===== config.mk =====
export PLATFORM = sky130hd
export DESIGN_NAME = dbg_guv_ctrl
export DESIGN_NICKNAME = d
export VERILOG_FILES = /design/src/rtl/dbg_guv_pkg.sv /design/src/rtl/dbg_guv_cmd_decode.sv /design/src/rtl/dbg_guv_ctrl.sv
export SDC_FILE = /design/constraint.sdc
export NUM_CORES = 1
export LEC_CHECK = 0
export CAP_MARGIN = 30
export CELL_PAD_IN_SITES_DETAIL_PLACEMENT = 1
export CELL_PAD_IN_SITES_GLOBAL_PLACEMENT = 1
export CORE_MARGIN = 4
export CORE_UTILIZATION = 41
export CTS_CLUSTER_DIAMETER = 60
export DETAILED_ROUTE_END_ITERATION = 7
export PLACE_DENSITY = 0.83
export RECOVER_POWER = 50
export REMOVE_ABC_BUFFERS = 1
export SYNTH_ARGS = -nofsm -noshare
export SYNTH_HDL_FRONTEND = slang
export SYNTH_SLANG_ARGS = --single-unit
export TNS_END_PERCENT = 50

===== constraint.sdc =====
create_clock -name clk -period 3.2 [get_ports clk]
set_clock_uncertainty 0.2 [all_clocks]
set_input_delay 0.8 -clock clk [delete_from_list [all_inputs] [get_ports clk]]
set_output_delay 0.8 -clock clk [all_outputs]
set_load 0.03 [all_outputs]

===== src/rtl/dbg_guv_pkg.sv =====
// rtl/dbg_guv_pkg.sv - debug-governor state encoding, command fields and decode helpers
package dbg_guv_pkg;

  typedef enum logic [3:0] {
    ST_START       = 4'd0,
    ST_DROP        = 4'd1,
    ST_INJECT      = 4'd2,
    ST_WAIT        = 4'd3,
    ST_LOG         = 4'd4,
    ST_PAUSE       = 4'd5,
    ST_DONE_DROP   = 4'd6,
    ST_DONE_LOG    = 4'd7,
    ST_DONE_INJECT = 4'd8,
    ST_DONE_PAUSE  = 4'd9
  } state_t;

  localparam int DATA_MSB = 26;
  localparam int DATA_LSB = 11;
  localparam int OP_MSB   = 10;
  localparam int OP_LSB   = 1;
  localparam int CONT_BIT = 0;
  localparam int OP_W     = OP_MSB - OP_LSB + 1;

  // Scanning from the top down lets the lowest set bit have the last word.
  function automatic state_t decode_op(input logic [OP_W-1:0] op);
    state_t s;
    s = ST_START;
    for (int i = OP_W - 1; i >= 0; i--) begin
      if (op[i]) begin
        if (i < 2)      s = ST_PAUSE;
        else if (i < 4) s = ST_DROP;
        else if (i < 6) s = ST_INJECT;
        else            s = ST_LOG;
      end
    end
    return s;
  endfunction

  function automatic state_t done_of(input state_t a);
    case (a)
      ST_DROP:   return ST_DONE_DROP;
      ST_LOG:    return ST_DONE_LOG;
      ST_INJECT: return ST_DONE_INJECT;
      ST_PAUSE:  return ST_DONE_PAUSE;
      default:   return ST_START;
    endcase
  endfunction

  function automatic logic is_timed(input state_t s);
    return (s == ST_DROP) || (s == ST_LOG) || (s == ST_PAUSE);
  endfunction

endpackage


===== src/rtl/dbg_guv_cmd_decode.sv =====
// rtl/dbg_guv_cmd_decode.sv - splits a command word into target state, data and continuous bit
module dbg_guv_cmd_decode
  import dbg_guv_pkg::*;
#(
  parameter int CMD_WIDTH = 27,
  parameter int DATA_W    = 16
) (
  input  logic [CMD_WIDTH-1:0] cmd,
  output logic [3:0]           target,
  output logic [DATA_W-1:0]    data,
  output logic                 cont,
  output logic                 op_valid
);

  assign data     = cmd[DATA_MSB:DATA_LSB];
  assign cont     = cmd[CONT_BIT];
  assign op_valid = |cmd[OP_MSB:OP_LSB];
  assign target   = decode_op(cmd[OP_MSB:OP_LSB]);

endmodule


===== src/rtl/dbg_guv_ctrl.sv =====
// rtl/dbg_guv_ctrl.sv - command-driven state sequencer feeding the debug-governor datapath
module dbg_guv_ctrl
  import dbg_guv_pkg::*;
#(
  parameter int CMD_WIDTH = 27,
  parameter int DATA_W    = 16,
  parameter int STATE_W   = 10
) (
  input  logic                 clk,
  input  logic                 rst,
  input  logic [CMD_WIDTH-1:0] cmd_in_TDATA,
  input  logic                 cmd_in_TVALID,
  output logic                 cmd_in_TREADY,
  input  logic                 done_DONE_DROP,
  input  logic                 done_DONE_INJECT,
  input  logic                 done_DONE_LOG,
  input  logic                 done_DONE_PAUSE,
  output logic [STATE_W-1:0]   state_next,
  output logic [DATA_W-1:0]    cmd_data,
  output logic                 cont_enable,
  output logic                 busy
);

  state_t              state, nxt, act, nxt_act, dec_state;
  logic [3:0]          dec_target;
  logic [DATA_W-1:0]   dec_data, cnt, nxt_cnt, nxt_data;
  logic                dec_cont, dec_valid, nxt_cont, nxt_tready, hs, ack_hit;

  state_t              pend_state, nxt_pend_state;
  logic [DATA_W-1:0]   pend_data, nxt_pend_data;
  logic                pend_cont, nxt_pend_cont, pend_valid, nxt_pend_valid;

  dbg_guv_cmd_decode #(
    .CMD_WIDTH (CMD_WIDTH),
    .DATA_W    (DATA_W)
  ) u_decode (
    .cmd      (cmd_in_TDATA),
    .target   (dec_target),
    .data     (dec_data),
    .cont     (dec_cont),
    .op_valid (dec_valid)
  );

  assign dec_state = state_t'(dec_target);
  assign hs        = cmd_in_TVALID & cmd_in_TREADY;

  always_comb begin
    ack_hit = 1'b0;
    case (state)
      ST_DONE_DROP:   ack_hit = done_DONE_DROP;
      ST_DONE_LOG:    ack_hit = done_DONE_LOG;
      ST_DONE_INJECT: ack_hit = done_DONE_INJECT;
      ST_DONE_PAUSE:  ack_hit = done_DONE_PAUSE;
      default:        ack_hit = 1'b0;
    endcase
  end

  // A zero duration still spends one cycle in the action state.
  function automatic logic [DATA_W-1:0] load_cnt(input logic [DATA_W-1:0] d);
    return (d == '0) ? DATA_W'(1) : d;
  endfunction

  always_comb begin
    nxt            = state;
    nxt_act        = act;
    nxt_data       = cmd_data;
    nxt_cont       = cont_enable;
    nxt_cnt        = cnt;
    nxt_pend_valid = pend_valid;
    nxt_pend_state = pend_state;
    nxt_pend_data  = pend_data;
    nxt_pend_cont  = pend_cont;
    case (state)
      ST_START: begin
        if (hs && dec_valid) begin
          nxt      = dec_state;
          nxt_act  = dec_state;
          nxt_data = dec_data;
          nxt_cont = dec_cont;
          nxt_cnt  = load_cnt(dec_data);
        end
      end
      ST_DROP, ST_LOG, ST_PAUSE: begin
        if (cont_enable) begin
          if (hs) begin
            nxt = ST_WAIT;
            // A no-op word ends the action but is not worth replaying.
            if (dec_valid) begin
              nxt_pend_valid = 1'b1;
              nxt_pend_state = dec_state;
              nxt_pend_data  = dec_data;
              nxt_pend_cont  = dec_cont;
            end
          end
        end else if (cnt <= DATA_W'(1)) begin
          nxt = ST_WAIT;
        end else begin
          nxt_cnt = cnt - DATA_W'(1);
        end
      end
      ST_INJECT: nxt = ST_DONE_INJECT;
      ST_WAIT:   nxt = done_of(act);
      ST_DONE_DROP, ST_DONE_LOG, ST_DONE_INJECT, ST_DONE_PAUSE: begin
        if (ack_hit) begin
          if (pend_valid) begin
            nxt            = pend_state;
            nxt_act        = pend_state;
            nxt_data       = pend_data;
            nxt_cont       = pend_cont;
            nxt_cnt        = load_cnt(pend_data);
            nxt_pend_valid = 1'b0;
          end else begin
            nxt = ST_START;
          end
        end
      end
      default: nxt = ST_START;
    endcase
  end

  assign nxt_tready = (nxt == ST_START) || (is_timed(nxt) && nxt_cont);

  always_ff @(posedge clk or negedge rst) begin
    if (!rst) begin
      state         <= ST_START;
      act           <= ST_START;
      cnt           <= '0;
      pend_valid    <= 1'b0;
      pend_state    <= ST_START;
      pend_data     <= '0;
      pend_cont     <= 1'b0;
      state_next    <= '0;
      cmd_in_TREADY <= 1'b0;
      cmd_data      <= '0;
      cont_enable   <= 1'b0;
      busy          <= 1'b0;
    end else begin
      state         <= nxt;
      act           <= nxt_act;
      cnt           <= nxt_cnt;
      pend_valid    <= nxt_pend_valid;
      pend_state    <= nxt_pend_state;
      pend_data     <= nxt_pend_data;
      pend_cont     <= nxt_pend_cont;
      state_next    <= {{(STATE_W-4){1'b0}}, nxt};
      cmd_in_TREADY <= nxt_tready;
      cmd_data      <= nxt_data;
      cont_enable   <= nxt_cont;
      busy          <= (nxt != ST_START);
    end
  end

endmodule


# ---- Yosys cells after proc, flatten, opt, wreduce, memory -nomap -nowiden
# Index checks and enable logic that the tools add are counted.
dict set report classes {
  add_sub_neg 1
  mul 0
  n_div 0
  n_lt_le_gt_ge 1
  eq_ne 24
  n_shift 0
  mux 44
  n_bitwise 1
  n_reduce_logical 20
}
# operator n
set op_table {}
lappend op_table {{two-way mux 16 bit} 10}
lappend op_table {{case mux 16 bit (3 select lines)} 1}
lappend op_table {{two-way mux 4 bit} 9}
lappend op_table {{== test 4 x 3 -> 1 bit, second input constant} 8}
lappend op_table {{logical NOT 16 bit} 2}
lappend op_table {{case mux 16 bit (2 select lines)} 1}
lappend op_table {{two-way mux 3 bit} 10}
lappend op_table {{case mux 4 bit (5 select lines)} 1}
lappend op_table {{<= comparator 16 x 1 -> 1 bit, second input constant} 1}
lappend op_table {{!= test 2 bit, second input constant} 8}
lappend op_table {{case mux 4 bit (4 select lines)} 1}
lappend op_table {{subtractor 16 x 1 -> 16 bit, second input constant} 1}
lappend op_table {{== test 4 x 1 -> 1 bit, second input constant} 3}
lappend op_table {{== test 4 x 2 -> 1 bit, second input constant} 3}
lappend op_table {{OR reduction 10 bit} 1}
lappend op_table {{== test 4 bit, second input constant} 2}
lappend op_table {{logical NOT 4 bit} 2}
lappend op_table {{case mux 4 bit (2 select lines)} 1}
lappend op_table {{AND reduction 4 bit} 2}
lappend op_table {{two-way mux 1 bit} 7}
lappend op_table {{AND reduction 6 bit} 1}
lappend op_table {{AND reduction 5 bit} 1}
lappend op_table {{case mux 1 bit (2 select lines)} 2}
lappend op_table {{case mux 1 bit (4 select lines)} 1}
lappend op_table {{other kinds (8)} 12}
dict set report totals {
  ff_bits 65
  latch_bits 0
  mem_bits_rw 0
  mem_bits_ro 0
  input_bits 34
  out_inout_bits 29
  memories 0
}

# ---- Depth between registers and ports, before layout
# Gate-level depths: netlist of run 1.
dict set report logic_depth {
  ltp_word 17
  mapped_depth 9
  depth_no_buf 7
}

# ---- By module
# From an unflattened synthesis of run 1, not the netlist that was laid out.
dict set report hier_totals {
  hier_cells 379
  hier_area_um2 3736.1
}
# mod n_inst cells_each area_each_um2 seq_area_each_um2
set by_module_without_submodules {}
lappend by_module_without_submodules {dbg_guv_ctrl 1 352 3548.4 1626.6}
lappend by_module_without_submodules {dbg_guv_cmd_decode 1 27 187.7 0.0}

# ---- Worst setup path after synthesis of run 1
# OpenSTA, ideal clock, no wires.
dict set report synth_timing {
  path_type {register to register}
  start {reg cnt[7]}
  end {reg busy}
  arrival_ps 2505
  required_ps 2878
  setup_slack_ps 373
  stages_incl_launch_ff 8
  path_buffers 1
  synth_period_minus_slack_ps 2827
  path_cell_list {dfrtp_1 or4_4 buf_6 or4_4 or4_1 a221o_1 nor2_2 nand2_1}
}
dict set report synth_via {
  elab_chain_cells 5
}
# element line_no
set synth_rtl {}
lappend synth_rtl {{start, declared} dbg_guv_ctrl.sv:26} ;# logic [DATA_W-1:0] dec_data, cnt, nxt_cnt, nxt_data;
lappend synth_rtl {{start signal, assigned} dbg_guv_ctrl.sv:140} ;# cnt <= nxt_cnt;
lappend synth_rtl {{<= comparator 16 x 1 -> 1 bit} dbg_guv_ctrl.sv:95} ;# end else if (cnt <= DATA_W'(1)) begin
lappend synth_rtl {{two-way mux 4 bit} dbg_guv_ctrl.sv:95}
lappend synth_rtl {{two-way mux 4 bit} dbg_guv_ctrl.sv:84} ;# if (cont_enable) begin
lappend synth_rtl {{case mux 4 bit (5 select lines)} dbg_guv_ctrl.sv:73} ;# case (state)
lappend synth_rtl {{via nxt[2]} dbg_guv_ctrl.sv:24} ;# state_t state, nxt, act, nxt_act, dec_state;
lappend synth_rtl {{nonzero test 4 bit} dbg_guv_ctrl.sv:149} ;# busy <= (nxt != ST_START);
lappend synth_rtl {{end signal, assigned} dbg_guv_ctrl.sv:149}
lappend synth_rtl {{end, declared} dbg_guv_ctrl.sv:21} ;# output logic busy
# The timed path passes the listed nets, and every way through them passes these cells.
# A chain may end at the register's enable or synchronous reset.

# ---- Worst setup path after layout of run 1
# Same ends and word-level chain as after synthesis.

==> results_dict.tcl, run 1 <==
set metrics [dict create \
    fillerInstances 934 \
    die-width_um 100.1 \
    postSynthRegisterBits 63 \
    cts.root.buffer_cell "clkbuf_8" \
    min_delay_path_depth 2 \
    max_cap_viol_count 1 \
    number_of_global_route_vias_before_repair 3406 \
    count_of_input_and_output_buffers 56 \
    cpPeakStageDelay_ns 0.61 \
    drive_gt1_share_pct 18.98 \
    cell_count_along_the_critical_path 6 \
    crit_path_end_kind "flip-flop" \
    max-vdd-ir-drop_uv 469.8 \
    clock_pin_slew_on_the_worst_setup_and_hold_paths_ns 0.07 \
    post_synth.cell_area_avg_um2 9.927 \
    detail_route.wirelength_um 10400 \
    floorplan.core_area_mm2 0.008217 \
    criticalPathCategory "reg -> reg" \
    synth_top_area_share_pct 45.37 \
    number_of_buffers_added_to_fix_hold_violations_after_cts 0 \
    clk-insertion-delay-late_ns 0.35 \
    total_i_o_pin_count 63 \
    areaGrowthSynthToFinish_pct 27.84 \
    crit_path_cell_trace "or4_4 -> or4_4 -> or4_1 -> a221o_1 -> nor2_2 -> nand2_1" \
    post_drt_via_cell_ratio 5.953 \
    vias 3197 \
    die_area_mm2 0.01001 \
    final_hold_viol_count 0 \
    cts_resized 0 \
    n_antenna_cell 0 \
    worst_ep_arrival_time_ns 2.99 \
    post_synth_num_cell_types 63 \
    grt_antenna_before_repair 0 \
    min_path_type "reg -> reg" \
    ys_seq_area_share_pct 45.37 \
    cts-root-to-sink-buffers 2 \
    crit_path_max_delay_family "simple AND/OR/NAND/NOR gates" \
    final_nets 463 \
    drv_slew 30 \
    grt_remaining_overflow 0 \
    seqCellArea_mm2 0.001577 \
    combined_area_of_the_multi_input_logic_cells_mm2 0.001715 \
    tightestPinTransition_ns 1.559 \
    drt-pass1-iter-count 5 \
    place.gp.congestion 0.8549 \
    first_iter_violations 194 \
    hpwlAfterDp_um 7674 \
    async_flop_share_pct 100.0 \
    clock_sinks 63 \
    cts_tree "done" \
    synth_top_area_cell "dfrtp_1" \
    worstPathMaxFanout 8 \
    utilization_pct 54.06 \
    detailedPlace.worstSlack_ns -0.08760 \
    relSlewSlack_pct -3.925 \
    rows 33 \
    setup_viol_count_final 0 \
    fin_crit_ns 2.962 \
    grt_usage_pct 21.87 \
    drc_errors 0 \
    achievable-frequency_mhz 337.6 \
    final_clock_period_utilization_by_the_worst_path_pct 92.57 \
    timing.critical_path.slowest_stage_cell "or4_4" \
    final.setup.worst_slack_ns 0.2379 \
    route.antenna.remaining_nets 0 \
    synth.area.top_cells "dfrtp_1, mux2_2, mux2i_1" \
    finalNonFillerCells 537 \
    critPathBufInv 0 \
    tritoncts.num_buffers 9 \
    failed_checks "max-capacitance violations, max-slew violations" \
    initial_utilization_pct 42.29 \
    ys_warn_count 0 \
    postCtsSetupRepairBufs 0 \
    h-tree-depth 3 \
    cp.required_ns 3.23 \
    placed_cells_incl_taps 520 \
    grt_setup_unrepaired "false" \
    r2r.worst_path.cells 6 \
    ys_dominant_reg_cell "dfrtp_1" \
    synth.cell_area_mm2 0.003475 \
    detail_route.wl_per_cell_um 19.37 \
    syn_inst 350 \
    hold-worst-slack_ns 0.3229 \
    power_density_mw_per_mm2 1123 \
    grt_pass1_wl_um 17260 \
    fp.dieH_um 100.1 \
    power.leakage_nw 1.779 \
    power_mw 4.990 \
    run_status "finished, violations left" \
    most_frequent_cell_on_critical_path "or4_4" \
    number_of_synthesized_flops_with_an_enable_pin 0 \
    pin_count_of_the_biggest_net_entering_global_routing 38 \
    setup.worst_path.start_class "flip-flop" \
]
[cells by family after synthesis]
family	Yosys count	synth area share [%]
AOI/OAI and AO/OA	102	19.23
xor gates and xnor gates	2	0.5042
adders and majority gates	2	0.7201
buffers and inverters	33	5.797
DFF	63	45.37
muxes	39	11.99
other	1	0.1079
and+or+nand+nor	108	16.28
[metal layers]
layer  wire, µm  vias up  global-route usage, %
li1           -     1469                      -
met1       4353     1618                  27.72
met2       5371       94                  36.74
met3        484       16                  4.795
met4        191        0                  8.083
met5          0        -                      0
[registers in the layout (all words and copies together) (netlist names)]
name,flops
cmd_data,16
cnt,16
pend_data,16
state_next,4
act,3
pend_state,3
busy,1
cmd_in_TREADY,1
cont_enable,1
pend_cont,1
pend_valid,1
[area by class of cell]
type / count / area share (%)
well taps: 105 / 2.958
flip-flops and latches: 63 / 35.49
repair buffers: 88 / 18.06
inverters: 6 / 0.5070
clock inverters: 3 / 0.3380
clock buffers: 13 / 4.028
multi-input cells: 259 / 38.62
[synthesized netlist by cell type, drive strengths merged (3+ instances only)]
cell type  number
nor4           13
o221ai          3
a21oi          28
mux2i          18
or3             3
mux2           21
nor3            9
dfrtp          63
clkbuf         15
a222oi          7
o21ai          33
or4             4
nand4           3
nor2           37
buf            12
nor2b           3
nand3           3
nand2          17
inv             6
a221oi          5
[worst register-to-register path, stage by stage, from the launching register on]
cell	delay [ns]
dfrtp_1	0.44
or4_4	0.61
or4_4	0.48
or4_1	0.53
a221o_1	0.38
nor2_2	0.14
nand2_1	0.06
[where the power goes]
part / total (mW) / leakage [nW] / internal (mW) / switching [mW]
combinational: 2.70 / 0.926 / 1.15 / 1.54
clock: 0.666 / 0.105 / 0.362 / 0.305
sequential: 1.63 / 0.747 / 1.21 / 0.419
total: 4.99 / 1.78 / 2.72 / 2.27
[cell usage in the layout (no fill, tap or decap), types with 13 or more instances in the layout]
| cell type | n |
|---|---|
| clkdlybuf4s50_1 | 44 |
| nor2_1 | 36 |
| nand2_1 | 17 |
| a21oi_1 | 28 |
| buf_4 | 29 |
| mux2i_1 | 18 |
| nor4_1 | 13 |
| o21ai_0 | 32 |
| clkbuf_8 | 13 |
| mux2_2 | 21 |
| dfrtp_1 | 63 |
[path summary, 6_finish.rpt]
path | startpoint | end | slack (ns)
worst min register to register | cmd_data[13]$_DFFE_PN0P_ | cmd_data[13]$_DFFE_PN0P_ | 0.32
max in group asynchronous | rst | act[1]$_DFFE_PN0P_ | 0.55
min in group asynchronous | rst | cmd_data[6]$_DFFE_PN0P_ | 0.63
worst max register to register | cnt[7]$_DFFE_PN0P_ | busy$_DFF_PN0_ | 0.24
worst min-delay path | cmd_data[13]$_DFFE_PN0P_ | cmd_data[13]$_DFFE_PN0P_ | 0.32
worst max-delay path | cnt[7]$_DFFE_PN0P_ | busy$_DFF_PN0_ | 0.24
[through the flow]
| stage | setup TNS, ns | area [µm²] |
|---|---|---|
| after CTS | 0 | 4453 |
| after global placement | -0.04097 | 4259 |
| after global routing | 0 | 4442 |
| after detailed placement | -1.001 | 4259 |
| after floorplan | -1.146 | 3314 |
| final | 0 | 4442 |
Power figures use the tool's default switching activity.
==> run 2, diff against run 1 <==
--- a/config.mk
+++ b/config.mk
@@ -6,11 +6,9 @@
 export NUM_CORES = 1
 export LEC_CHECK = 0
 export CAP_MARGIN = 30
-export CELL_PAD_IN_SITES_DETAIL_PLACEMENT = 1
-export CELL_PAD_IN_SITES_GLOBAL_PLACEMENT = 1
 export CORE_MARGIN = 4
-export CORE_UTILIZATION = 41
-export CTS_CLUSTER_DIAMETER = 60
+export CORE_UTILIZATION = 53
+export CTS_CLUSTER_DIAMETER = 40
 export DETAILED_ROUTE_END_ITERATION = 7
 export PLACE_DENSITY = 0.83
 export RECOVER_POWER = 50
==> run 2 against run 1 <==
Net effect: the flow finishes with violations (design-rule violations, max-capacitance violations, max-slew violations); global-route usage grew 4.0 points; largest power group unchanged; critical path type unchanged; sequential share of layout area shrank 0.15 points; critical path depth is the same.
==> results_dict.tcl, run 2 (same netlist as run 1, synthesis figures left out) <==
set metrics [dict create \
    route.antenna.remaining_nets 0 \
    leading_cell_type_in_the_layout_fill_and_taps_excluded "dfrtp_1" \
    achievable-frequency_mhz 335.9 \
    place.gp.congestion 0.8981 \
    relSlewSlack_pct -1.966 \
    top_regs "cmd_data (16), cnt (16), pend_data (16)" \
    number_of_global_route_vias_before_repair 3270 \
    final_clock_period_utilization_by_the_worst_path_pct 93.03 \
    detail_route.wl_per_cell_um 18.97 \
    cts_resized 0 \
    drc_errors 1 \
    reg2reg_from "cnt[7]$_DFFE_PN0P_" \
    min_to "cmd_data[2]$_DFFE_PN0P_" \
    power_mw 5.131 \
    floorplan.core_area_mm2 0.006350 \
    regToRegEndpoint "busy$_DFF_PN0_" \
    final_nets 462 \
    detail_route.wirelength_um 9638 \
    first_iter_violations 238 \
    grt_remaining_overflow 0 \
    finalNonFillerCells 508 \
    failed_checks "design-rule violations, max-capacitance violations, max-slew violations" \
    cp.required_ns 3.23 \
    grt_pass1_wl_um 15640 \
    pin_count_of_the_biggest_net_entering_global_routing 39 \
    grt_antenna_before_repair 0 \
    tritoncts.num_buffers 9 \
    fp.dieH_um 88.97 \
    cts-root-to-sink-buffers 2 \
    clk-insertion-delay-late_ns 0.34 \
    r2r.worst_path.cells 6 \
    post_drt_via_cell_ratio 6.327 \
    initial_utilization_pct 54.72 \
    placed_cells_incl_taps 491 \
    grt_setup_unrepaired "false" \
    crit_path_cell_trace "or4_4 -> or4_4 -> or4_1 -> a221o_1 -> nor2_2 -> nand2_1" \
    rows 29 \
    layout_common_cells "dfrtp_1, clkdlybuf4s50_1, nor2_1" \
    grt_usage_pct 25.87 \
    worst_ep_arrival_time_ns 3.01 \
    clock_sinks 63 \
    setup.worst_path.start_class "flip-flop" \
    fillerInstances 497 \
    total_i_o_pin_count 63 \
    final_hold_viol_count 0 \
    critPathBufInv 0 \
    finalInstanceArea_mm2 0.004461 \
    power.leakage_nw 1.799 \
    min_path_type "reg -> reg" \
    die_area_mm2 0.007915 \
    dpl-instance-area_mm2 0.004229 \
    worstHoldStart "cmd_data[2]$_DFFE_PN0P_" \
    most_frequent_cell_on_critical_path "or4_4" \
    areaGrowthSynthToFinish_pct 28.38 \
    clock_pin_slew_on_the_worst_setup_and_hold_paths_ns 0.07 \
    drt-pass1-iter-count 8 \
    crit_path_max_delay_family "simple AND/OR/NAND/NOR gates" \
    die-width_um 88.97 \
    cts.root.buffer_cell "clkbuf_8" \
    min_delay_path_depth 2 \
    number_of_buffers_added_to_fix_hold_violations_after_cts 0 \
    criticalPathCategory "reg -> reg" \
    max_cap_viol_count 1 \
    hpwlAfterDp_um 6853 \
    fin_crit_ns 2.977 \
    worstPathMaxFanout 8 \
    setup_viol_count_final 0 \
    cpPeakStageDelay_ns 0.61 \
    timing.critical_path.slowest_stage_cell "or4_4" \
    crit_path_end_kind "flip-flop" \
    cts_tree "done" \
    tightestPinTransition_ns 1.529 \
    max-vdd-ir-drop_uv 864.4 \
    run_status "finished, violations left" \
    h-tree-depth 3 \
    count_of_input_and_output_buffers 56 \
    postCtsSetupRepairBufs 0 \
    vias 3214 \
    n_antenna_cell 0 \
    power_density_mw_per_mm2 1150 \
    setup.reg_to_reg.worst_slack_ns 0.22 \
    drv_slew 27 \
    drive_gt1_share_pct 18.56 \
]
-- run 2: cell types whose count changed in the layout (fill, tap and decap cells not counted), sizes merged --
cell	change
clkinv	-3
bufinv	+2
clkbuf	+1
buf	-1
-- run 2: stage by stage --
stage                     worst slack, ns  utilization, %  hold slack [ns]  setup TNS [ns]
after floorplan                   -0.2650               -           0.2631          -1.146
after global placement            0.05803           66.60           0.2889               0
after detailed placement         -0.09397           66.60           0.3011         -0.4099
after CTS                          0.2315           70.42           0.3016               0
after global routing               0.1172           70.25           0.3489               0
final                              0.2232           70.25           0.3234               0
-- run 2: final cells by class --
cell class                 count  area (µm²)  area share (%)
clock buffer                  14       182.7           4.095
multi-input combinational    259        1715           38.46
clock inverter                 2       60.06           1.346
sequential                    63        1577           35.34
tap                           77       96.34           2.160
inverter                       6       22.52          0.5049
timing repair buffer          87       807.0           18.09
-- run 2: how the worst max path moves through the flow --
stage	end	startpoint	cells after the start	slack (ns)
finish	busy$_DFF_PN0_	cnt[7]$_DFFE_PN0P_	6	0.22
global route	pend_data[12]$_DFFE_PN0P_	rst	2	0.12
CTS	busy$_DFF_PN0_	cnt[7]$_DFFE_PN0P_	6	0.23
detailed placement	cnt[11]$_DFFE_PN0P_	cmd_in_TDATA[13]	7	-0.09
global placement	cnt[10]$_DFFE_PN0P_	cmd_in_TDATA[13]	7	0.06
floorplan	act[0]$_DFFE_PN0P_	state_next[3]$_DFF_PN0_	5	-0.26
-- run 2: worst register-to-register path, stage by stage (launching register included) --
cell,delay (ns)
dfrtp_1,0.42
or4_4,0.61
or4_4,0.49
or4_1,0.53
a221o_1,0.37
nor2_2,0.17
nand2_1,0.08
-- run 2: per-layer routing --
metal | share of wire, % | track usage [%] | routed length (µm)
met2 | 51 | 44.67 | 4926
met1 | 38 | 31.70 | 3692
met4 | 3.3 | 10.28 | 314
met3 | 7.3 | 5.438 | 705
met5 | 0 | 0 | 0
-- run 2: power by group --
group / total [mW] / internal [mW] / leakage (nW) / switching, mW
logic: 2.69 / 1.16 / 0.929 / 1.53
clock network: 0.831 / 0.525 / 0.123 / 0.307
registers: 1.61 / 1.21 / 0.747 / 0.406
==> run 3, diff against run 2 <==
--- a/config.mk
+++ b/config.mk
@@ -7,10 +7,10 @@
 export LEC_CHECK = 0
 export CAP_MARGIN = 30
 export CORE_MARGIN = 4
-export CORE_UTILIZATION = 53
+export CORE_UTILIZATION = 30
 export CTS_CLUSTER_DIAMETER = 40
 export DETAILED_ROUTE_END_ITERATION = 7
-export PLACE_DENSITY = 0.83
+export PLACE_DENSITY = 0.53
 export RECOVER_POWER = 50
 export REMOVE_ABC_BUFFERS = 1
 export SYNTH_ARGS = -nofsm -noshare
==> run 3 against run 2 <==
Net effect: the flow finishes with violations (max-capacitance violations, max-slew violations); routed wire length increased by 1.5%; sequential power is 2% lower; die area grew 69%; utilization is 29 points lower; total power increased by 3.2%; global-route usage decreased by 10 points; critical path type unchanged; critical endpoint unchanged.
==> results_dict.tcl, run 3 (same netlist as run 1, synthesis figures left out) <==
set metrics [dict create \
    number_of_buffers_added_to_fix_hold_violations_after_cts 0 \
    crit_path_end_kind "flip-flop" \
    clock_sinks 63 \
    cpPeakStageDelay_ns 0.61 \
    route.antenna.remaining_nets 0 \
    power.leakage_nw 1.858 \
    rows 39 \
    vias 3086 \
    drt-pass1-iter-count 4 \
    cts-root-to-sink-buffers 2 \
    setup.worst_path.start_class "flip-flop" \
    tritoncts.num_buffers 9 \
    run_status "finished, violations left" \
    most_frequent_cell_on_critical_path "or4_4" \
    hpwlAfterDp_um 7104 \
    failed_checks "max-capacitance violations, max-slew violations" \
    place.gp.congestion 0.8617 \
    leading_cell_type_in_the_layout_fill_and_taps_excluded "dfrtp_1" \
    grt_pass1_wl_um 16400 \
    achievable-frequency_mhz 344.4 \
    seq_power_share_pct 29.7 \
    grt_setup_unrepaired "false" \
    cell_count_along_the_critical_path 6 \
    n_antenna_cell 0 \
    final_hold_viol_count 0 \
    drive_gt1_share_pct 19.91 \
    power.net_switching_mw 2.235 \
    combPwrFrac_pct 51.2 \
    cts.root.buffer_cell "clkbuf_16" \
    worstPathMaxFanout 8 \
    post_drt_via_cell_ratio 5.321 \
    detailedPlace.worstSlack_ns -0.02303 \
    critPathBufInv 0 \
    max-vdd-ir-drop_uv 428.6 \
    fp.dieH_um 115.6 \
    power_density_mw_per_mm2 1140 \
    cp.required_ns 3.21 \
    max_cap_viol_count 1 \
    dpl-instance-area_mm2 0.004337 \
    placed_cells_incl_taps 564 \
    fillerInstances 1156 \
    initial_utilization_pct 30.56 \
    tightestPinTransition_ns 1.617 \
    pin_count_of_the_biggest_net_entering_global_routing 64 \
    final.setup.tns_ns 0 \
    detail_route.wirelength_um 9779 \
    swShare_pct 42.22 \
    areaGrowthSynthToFinish_pct 33.67 \
    min_path_type "reg -> reg" \
    first_iter_violations 189 \
    cts_resized 0 \
    grt_usage_pct 15.43 \
    floorplan.core_area_mm2 0.01137 \
    r2r.worst_path.cells 6 \
    internal_power_mw 3.058 \
    drc_errors 0 \
    setup_viol_count_final 0 \
    relSlewSlack_pct -7.797 \
    clk-insertion-delay-late_ns 0.33 \
    final_nets 468 \
    final_clock_period_utilization_by_the_worst_path_pct 90.73 \
    finalNonFillerCells 580 \
    drv_slew 64 \
    criticalPathCategory "reg -> reg" \
    die-width_um 115.6 \
    cts_tree "done" \
    number_of_global_route_vias_before_repair 3177 \
    clock_pin_slew_on_the_worst_setup_and_hold_paths_ns 0.05 \
    postCtsSetupRepairBufs 0 \
    layout_common_cells "dfrtp_1, clkdlybuf4s50_1, nor2_1" \
    detail_route.wl_per_cell_um 16.86 \
    crit_path_max_delay_family "simple AND/OR/NAND/NOR gates" \
    grt_remaining_overflow 0 \
    pwr-share-clk_pct 19.1 \
    h-tree-depth 3 \
    fin_crit_ns 2.903 \
    min_delay_path_depth 1 \
    total_i_o_pin_count 63 \
    grt_antenna_before_repair 0 \
    count_of_input_and_output_buffers 56 \
    crit_path_cell_trace "or4_4 -> or4_4 -> or4_1 -> a221o_1 -> nor2_2 -> nand2_1" \
    die_area_mm2 0.01337 \
    final.setup.worst_slack_ns 0.2966 \
    worst_ep_arrival_time_ns 2.91 \
    timing.critical_path.slowest_stage_cell "or4_4" \
    top_regs "cmd_data (16), cnt (16), pend_data (16)" \
    finalInstanceArea_mm2 0.004644 \
]
==> run 3: cell count changes in the layout (fill, tap and decap cells not counted) <==
cell       change
bufinv_16      -1
clkbuf_8      -10
clkbuf_1       -1
buf_2          +1
clkbuf_16      +9
buf_12         -1
clkinv_2       +2
buf_4          +7
==> run 3: metrics by stage <==
| step | util (%) | hold WS (ns) | power, mW |
|---|---|---|---|
| after floorplan | - | 0.2631 | 3.211 |
| after detailed placement | 38.14 | 0.2957 | 4.322 |
| after global routing | 40.85 | 0.3215 | 5.717 |
| after CTS | 40.87 | 0.3075 | 5.367 |
| final | 40.85 | 0.3155 | 5.294 |
| after global placement | 38.10 | 0.2829 | 4.268 |
==> run 3: worst register-to-register path, delay by kind of cell, from the launching register on <==
| family | cells | cell delay [ns] |
|---|---|---|
| DFF | 1 | 0.41 |
| AOI/OAI and AO/OA | 1 | 0.38 |
| and+or+nand+nor | 5 | 1.80 |
==> run 3: cell type report <==
| type | count | area, µm² | area share (%) |
|---|---|---|---|
| clock inverter | 3 | 40.04 | 0.8621 |
| clock buffer | 13 | 270.3 | 5.819 |
| sequential | 63 | 1577 | 33.94 |
| inverter | 6 | 22.52 | 0.4849 |
| timing repair buffer | 93 | 840.8 | 18.10 |
| tap | 143 | 178.9 | 3.852 |
| multi-input combinational | 259 | 1715 | 36.93 |
==> run 3: worst paths after layout <==
kind / from / end / slack, ns
max: cnt[7]$_DFFE_PN0P_ / busy$_DFF_PN0_ / 0.30
min: pend_cont$_DFFE_PN0P_ / pend_cont$_DFFE_PN0P_ / 0.32
max reg2reg: cnt[7]$_DFFE_PN0P_ / busy$_DFF_PN0_ / 0.30
min reg2reg: pend_cont$_DFFE_PN0P_ / pend_cont$_DFFE_PN0P_ / 0.32
max in group asynchronous: rst / cnt[12]$_DFFE_PN0P_ / 1.07
min in group asynchronous: rst / state_next[3]$_DFF_PN0_ / 0.75
==> run 3: routing by layer <==
metal | wire [µm] | up-vias | global-route usage, %
li1 | - | 1480 | -
met1 | 4501 | 1519 | 21.44
met2 | 4674 | 79 | 24.77
met3 | 534 | 8 | 3.655
met4 | 70 | 0 | 3.171
met5 | 0 | - | 0
==> run 3: power by group through the flow <==
stage,clock [mW],combinational (mW),sequential [mW]
after floorplan,0,1.43,1.79
after global placement,0,2.70,1.57
after detailed placement,0,2.74,1.59
after CTS,1.03,2.76,1.58
after global routing,1.07,3.01,1.64
final,1.01,2.71,1.57
